===== config.mk =====
export PLATFORM = sky130hd
export DESIGN_NAME = dmem_arbiter
export DESIGN_NICKNAME = d
export VERILOG_FILES = /design/src/rtl/dmem_pkg.sv /design/src/rtl/rr_arb2.sv /design/src/rtl/dmem_arbiter.sv
export SDC_FILE = /design/constraint.sdc
export NUM_CORES = 1
export LEC_CHECK = 0
export ABC_CLOCK_PERIOD_IN_PS = 3700
export CAP_MARGIN = 0
export CORE_AREA = 2 2 118 120
export CTS_CLUSTER_SIZE = 8
export DETAILED_ROUTE_END_ITERATION = 16
export DIE_AREA = 0 0 120 122
export HOLD_SLACK_MARGIN = 0.08
export PLACE_DENSITY = 0.81
export SLEW_MARGIN = 20
export SYNTH_ARGS = -nofsm -noshare
export SYNTH_HDL_FRONTEND = slang
export SYNTH_SLANG_ARGS = --single-unit

===== constraint.sdc =====
create_clock -name clk -period 3.7 [get_ports clk]
set_input_delay 0.74 -clock clk [delete_from_list [all_inputs] [get_ports clk]]
set_output_delay 0.74 -clock clk [all_outputs]
set_load 0.01 [all_outputs]

===== src/rtl/dmem_pkg.sv =====
// Shared definitions for the data-memory arbiter: bus widths and the
// transaction FSM encoding.
package dmem_pkg;

  localparam int ADDR_W = 32;
  localparam int DATA_W = 32;

  typedef enum logic [1:0] {
    ST_IDLE   = 2'd0,
    ST_ACCESS = 2'd1,
    ST_RESP   = 2'd2
  } state_t;

endpackage


===== src/rtl/rr_arb2.sv =====
// Two-input round-robin arbiter. On a tie the requester that was not granted
// last wins; the pointer only moves when the grant is actually taken.
module rr_arb2 (
  input  logic       clk,
  input  logic       rst_n,
  input  logic [1:0] req,
  input  logic       take,
  output logic [1:0] grant
);

  // last_one = 1 means requester 1 won most recently, so requester 0 wins the next tie
  logic last_one;

  always_comb begin
    grant = 2'b00;
    if (req == 2'b11) begin
      grant = last_one ? 2'b01 : 2'b10;
    end else begin
      grant = req;
    end
  end

  always_ff @(posedge clk or negedge rst_n) begin
    if (!rst_n) begin
      last_one <= 1'b1;
    end else if (take && (grant != 2'b00)) begin
      last_one <= grant[1];
    end
  end

endmodule


===== src/rtl/dmem_arbiter.sv =====
// Two-port arbiter in front of a single-port data memory. One transaction is
// outstanding at a time: IDLE (grant) -> ACCESS (strobes) -> RESP (hold response).
module dmem_arbiter
  import dmem_pkg::*;
#(
  parameter int MEM_WORDS   = 65,
  parameter int MEM_LATENCY = 2
) (
  input  logic              clk,
  input  logic              rst_n,
  input  logic              p0_req_valid,
  output logic              p0_req_ready,
  input  logic              p0_req_write,
  input  logic [ADDR_W-1:0] p0_req_addr,
  input  logic [DATA_W-1:0] p0_req_wdata,
  output logic              p0_resp_valid,
  input  logic              p0_resp_ready,
  output logic [DATA_W-1:0] p0_resp_rdata,
  output logic              p0_resp_err,
  input  logic              p1_req_valid,
  output logic              p1_req_ready,
  input  logic              p1_req_write,
  input  logic [ADDR_W-1:0] p1_req_addr,
  input  logic [DATA_W-1:0] p1_req_wdata,
  output logic              p1_resp_valid,
  input  logic              p1_resp_ready,
  output logic [DATA_W-1:0] p1_resp_rdata,
  output logic              p1_resp_err,
  output logic [ADDR_W-1:0] mem_addr,
  output logic [DATA_W-1:0] mem_wdata,
  output logic              mem_read,
  output logic              mem_write,
  input  logic [DATA_W-1:0] mem_rdata,
  output logic              busy
);

  localparam int CNT_W = (MEM_LATENCY > 1) ? $clog2(MEM_LATENCY) : 1;

  // Handshakes: a request transfers in a cycle where req_valid && req_ready
  // (ready only ever rises in IDLE); a response transfers where
  // resp_valid && resp_ready, and resp data/err hold steady until then.

  state_t             state, state_nxt;
  logic [CNT_W-1:0]   cnt;
  logic               owner;
  logic               wr_q;
  logic [ADDR_W-1:0]  addr_q;
  logic [DATA_W-1:0]  wdata_q;
  logic [DATA_W-1:0]  rdata_q;
  logic               err_q;

  logic [1:0]         req_vec;
  logic [1:0]         grant;
  logic               take;
  logic               sel_write;
  logic [ADDR_W-1:0]  sel_addr;
  logic [DATA_W-1:0]  sel_wdata;
  logic               in_range;
  logic               resp_ready_sel;

  assign req_vec        = {p1_req_valid, p0_req_valid};
  assign take           = (state == ST_IDLE) && (req_vec != 2'b00);
  assign sel_write      = grant[1] ? p1_req_write : p0_req_write;
  assign sel_addr       = grant[1] ? p1_req_addr  : p0_req_addr;
  assign sel_wdata      = grant[1] ? p1_req_wdata : p0_req_wdata;
  assign in_range       = sel_addr < ADDR_W'(MEM_WORDS);
  assign resp_ready_sel = owner ? p1_resp_ready : p0_resp_ready;

  rr_arb2 u_arb (
    .clk   (clk),
    .rst_n (rst_n),
    .req   (req_vec),
    .take  (take),
    .grant (grant)
  );

  always_ff @(posedge clk or negedge rst_n) begin
    if (!rst_n) begin
      state <= ST_IDLE;
    end else begin
      state <= state_nxt;
    end
  end

  always_comb begin
    state_nxt = state;
    case (state)
      ST_IDLE:   if (take) state_nxt = in_range ? ST_ACCESS : ST_RESP;
      ST_ACCESS: if (cnt == '0) state_nxt = ST_RESP;
      ST_RESP:   if (resp_ready_sel) state_nxt = ST_IDLE;
      default:   state_nxt = ST_IDLE;
    endcase
  end

  // Out-of-range grants skip ACCESS entirely, so the error response is preloaded here
  always_ff @(posedge clk or negedge rst_n) begin
    if (!rst_n) begin
      cnt     <= '0;
      owner   <= 1'b0;
      wr_q    <= 1'b0;
      addr_q  <= '0;
      wdata_q <= '0;
      rdata_q <= '0;
      err_q   <= 1'b0;
    end else begin
      if (take) begin
        owner   <= grant[1];
        wr_q    <= sel_write;
        addr_q  <= sel_addr;
        wdata_q <= sel_wdata;
        cnt     <= CNT_W'(MEM_LATENCY - 1);
        rdata_q <= '0;
        err_q   <= !in_range;
      end else if (state == ST_ACCESS) begin
        if (cnt == '0) begin
          rdata_q <= wr_q ? '0 : mem_rdata;
        end else begin
          cnt <= cnt - CNT_W'(1);
        end
      end
    end
  end

  assign mem_addr  = addr_q;
  assign mem_wdata = wdata_q;

  always_comb begin
    p0_req_ready  = 1'b0;
    p1_req_ready  = 1'b0;
    p0_resp_valid = 1'b0;
    p1_resp_valid = 1'b0;
    p0_resp_rdata = '0;
    p1_resp_rdata = '0;
    p0_resp_err   = 1'b0;
    p1_resp_err   = 1'b0;
    mem_read      = 1'b0;
    mem_write     = 1'b0;
    busy          = (state != ST_IDLE);
    case (state)
      ST_IDLE: begin
        p0_req_ready = take && grant[0];
        p1_req_ready = take && grant[1];
      end
      ST_ACCESS: begin
        mem_read  = !wr_q;
        mem_write = wr_q;
      end
      ST_RESP: begin
        if (owner) begin
          p1_resp_valid = 1'b1;
          p1_resp_rdata = rdata_q;
          p1_resp_err   = err_q;
        end else begin
          p0_resp_valid = 1'b1;
          p0_resp_rdata = rdata_q;
          p0_resp_err   = err_q;
        end
      end
      default: ;
    endcase
  end

endmodule


==> metrics.csv <==
stage;metric;value;unit
synthesis;synthTopCellsByArea;dfrtp_1, mux2i_1, and2_1;
sta;setup_tns;0;ps
sta;worst_slew_pin_slew;759;ps
setup_path;worstPathMaxFanout;5;
die;die-width;120;um
synthesis;synthesis.nets;659;
cts;clk_latency;330;ps
layout;area_delta_synth_final;69.0;%
synthesis;synth_compound_gate_area_share;0.138;
route;drtAntennaViolNets;0;
setup_path;cp-start-kind;input pin;
sta;rsz0062_at_grt;false;
grt;grt_max_degree;84;
die;pin_count;305;
synthesis;synth_top_area_cell;dfrtp_1;
route;drc;0;
sta;fmax;321;MHz
sta;min_period;3110;ps
die;dieArea;14600;um^2
synthesis;yosysSeqAreaShare;0.511;
synthesis;yosys-top-cells-count;dfrtp_1, and2_1, nand2_1, o21ai_0, mux2i_1;
grt;grtUsageTotal;0.217;
placement;placed_area;8240;um^2
cts;htree_levels;3;
synthesis;netlist.area_leader.share;0.506;
power;p_total;5.64;mW
synthesis;synth_cell_types;30;
route;avgViaCountPerCell;4.95;
synthesis;async_reset_ff_frac;1.00;
worst_hold_path;hold_class;in -> async;
grt;grt_pass1_wl;25.1;mm
cts;clockRootBuffer;clkbuf_16;
cts;clk_pin_slew_worst_paths;60;ps
synthesis;avgSynthCellArea;10.3;um^2
synthesis;synth_ff_type;dfrtp_1;
power;power.density;661;nW/um^2
cts;cts_tree;built;
synthesis;synth_cells;491;
grt;grt_pass1_vias;5032;
layout;fillers;1087;
layout;layoutNonFillerInstCount;966;
synthesis;synth_top_family_by_area;simple AND/OR/NAND/NOR gates;
synthesis;synth-xor-area-share;0;
route;post_drt_wl_per_cell;16.5;um
sta;finalSetupViolCount;0;
layout;final_nets;951;
setup_path;crit_type;in -> out;
placement;place.gp.congestion;0.940;
synthesis;synth_edf_count;0;
run;maxCapViolations;0;
layout;final_layout_size_suffix_gt1_frac;0.0356;
layout;antennaDiodeCount;0;
route;drtPass1Iterations;4;
power;ir_worst_vdd;0.309;mV
sta;hold_violations;0;
placement;dp.final_hpwl;12.5;mm
synthesis;yosysWarnings;0;
sta;slew_viol_final;0;
status;status;finished, final reports clean;
power;power.leakage;3.64;nW
layout;fin_area;8530;um^2
cts;cts.sinks;103;
placement;dp.cells;951;
synthesis;ys_ff_latch;103;
cts;cts_buffers;9;
route;wl;15.9;mm
route;drtIter0Drc;199;
synthesis;synth_fa_ha_area_frac;0;
synthesis;synth-simple-area-share;0.180;
cts;cts_hold_buffers;0;
grt;grt-ovfl-total;0;
die;dieHeight;122;um
cts;clock_path_buffers;2;
setup_path;worst_ep_required_time;2960;ps
sta;slew_headroom;0.492;
synthesis;netlist_area;5050;um^2
placement;port_buffers;304;
cts;postCtsSetupBuffers;0;
sta;skew;4.46;ps
synthesis;muxShareOfSynthArea;0.129;
sta;fin_crit_sh;0.841;
synthesis;yosysMostFrequentCell;dfrtp_1;
grt;antenna_found_initial;0;
route;vias;4778;
die;placementRows;43;
setup_path;worstSetupEndpointType;output port;
cts;ctsResizeCount;0;
die;core;13500;um^2
die;initial_core_util;0.374;
setup_path;arrival;2370;ps
[routing by layer]
metal / part of all wire / global-route usage / routed length [um]
met5: 0 / 0 / 0
met2: 0.53 / 0.397 / 8390
met1: 0.38 / 0.242 / 6100
met4: 0.030 / 0.0926 / 480
met3: 0.061 / 0.0487 / 979
[worst max-delay path: stages]
cell,delay [ps]
clkdlybuf4s50_1,630
a21boi_4,240
and2_1,180
clkdlybuf4s50_1,570
[power by group]
group	internal [mW]	switching [mW]	leakage, nW
logic	1.50	1.22	2.20
clock network	0.537	0.383	0.136
registers	1.65	0.347	1.30
total	3.69	1.95	3.64
[final timing paths]
| check | startpoint | endpoint | slack [ps] | cells past startpoint |
|---|---|---|---|---|
| worst max-delay path | p1_req_valid | p1_req_ready | 590 | 4 |
| worst min-delay path | rst_n | mem_addr[0] | 460 | 1 |
| worst max register to register | u_arb.last_one | mem_wdata[15] | 1520 | 5 |
| worst min register to register | mem_addr[30] | mem_addr[30] | 470 | 2 |
| max in group asynchronous | rst_n | rdata_q[31] | 2480 | 2 |
| min in group clk | mem_addr[30] | mem_addr[30] | 470 | 2 |
[logic make-up (layout without fill, tap and decap cells)]
logic type,count (synthesis),in the layout
buffers and inverters,36,331
DFF,103,103
and+or+nand+nor,177,177
AOI/OAI and AO/OA,110,110
muxes,65,65
[placed cells by master (no fill, tap or decap)]
cell type / synthesis / routed
clkdlybuf4s50_1: 0 / 303
dfrtp_1: 102 / 102
and2_1: 68 / 68
nand2_1: 68 / 68
o21ai_0: 67 / 66
mux2i_1: 65 / 65
a22o_1: 32 / 32
nor2_1: 14 / 14
nor4_1: 12 / 12
clkbuf_16: 0 / 9
buf_4: 1 / 8
nand4_1: 4 / 4
nor2b_1: 3 / 3
nor3_1: 3 / 3
clkbuf_1: 14 / 3
inv_1: 2 / 2
a211o_1: 2 / 2
a21o_1: 2 / 2
a21oi_1: 2 / 2
buf_6: 8 / 2
buf_12: 0 / 2
and3b_1: 1 / 1
nor3b_2: 0 / 1
nand2b_1: 1 / 1
a21boi_4: 0 / 1
o21ai_4: 0 / 1
nor3_4: 1 / 1
nand3_1: 1 / 1
a32oi_1: 1 / 1
a211oi_1: 1 / 1
a31oi_1: 1 / 1
o21a_1: 1 / 1
clkbuf_8: 0 / 1
bufinv_16: 0 / 1
dfstp_2: 1 / 1
[state kept, by name (all words and copies together) (netlist names)]
| name | cells |
|---|---|
| owner | 1 |
| rdata_q | 32 |
| mem_addr | 32 |
| cnt | 1 |
| err_q | 1 |
| state | 2 |
| mem_wdata | 32 |
| u_arb.last_one | 1 |
| wr_q | 1 |
[layout make-up]
cell class / instances / area (um^2) / area share
repair buffers: 315 / 3160 / 0.370
flip-flops and latches: 103 / 2580 / 0.302
multi-input cells: 352 / 2280 / 0.268
clock buffers: 13 / 250 / 0.0293
well taps: 180 / 225 / 0.0264
clock inverters: 1 / 30.0 / 0.00352
inverters: 2 / 7.51 / 0.000880
[metrics by stage]
step	hold slack, ps	util	setup slack (ps)
after global routing	507	0.632	503
after CTS	482	0.631	565
after detailed placement	467	0.610	424
final	456	0.632	588
after global placement	464	0.610	547
after floorplan	444	-	1550
No activity file was read; power rests on OpenSTA's default activity.
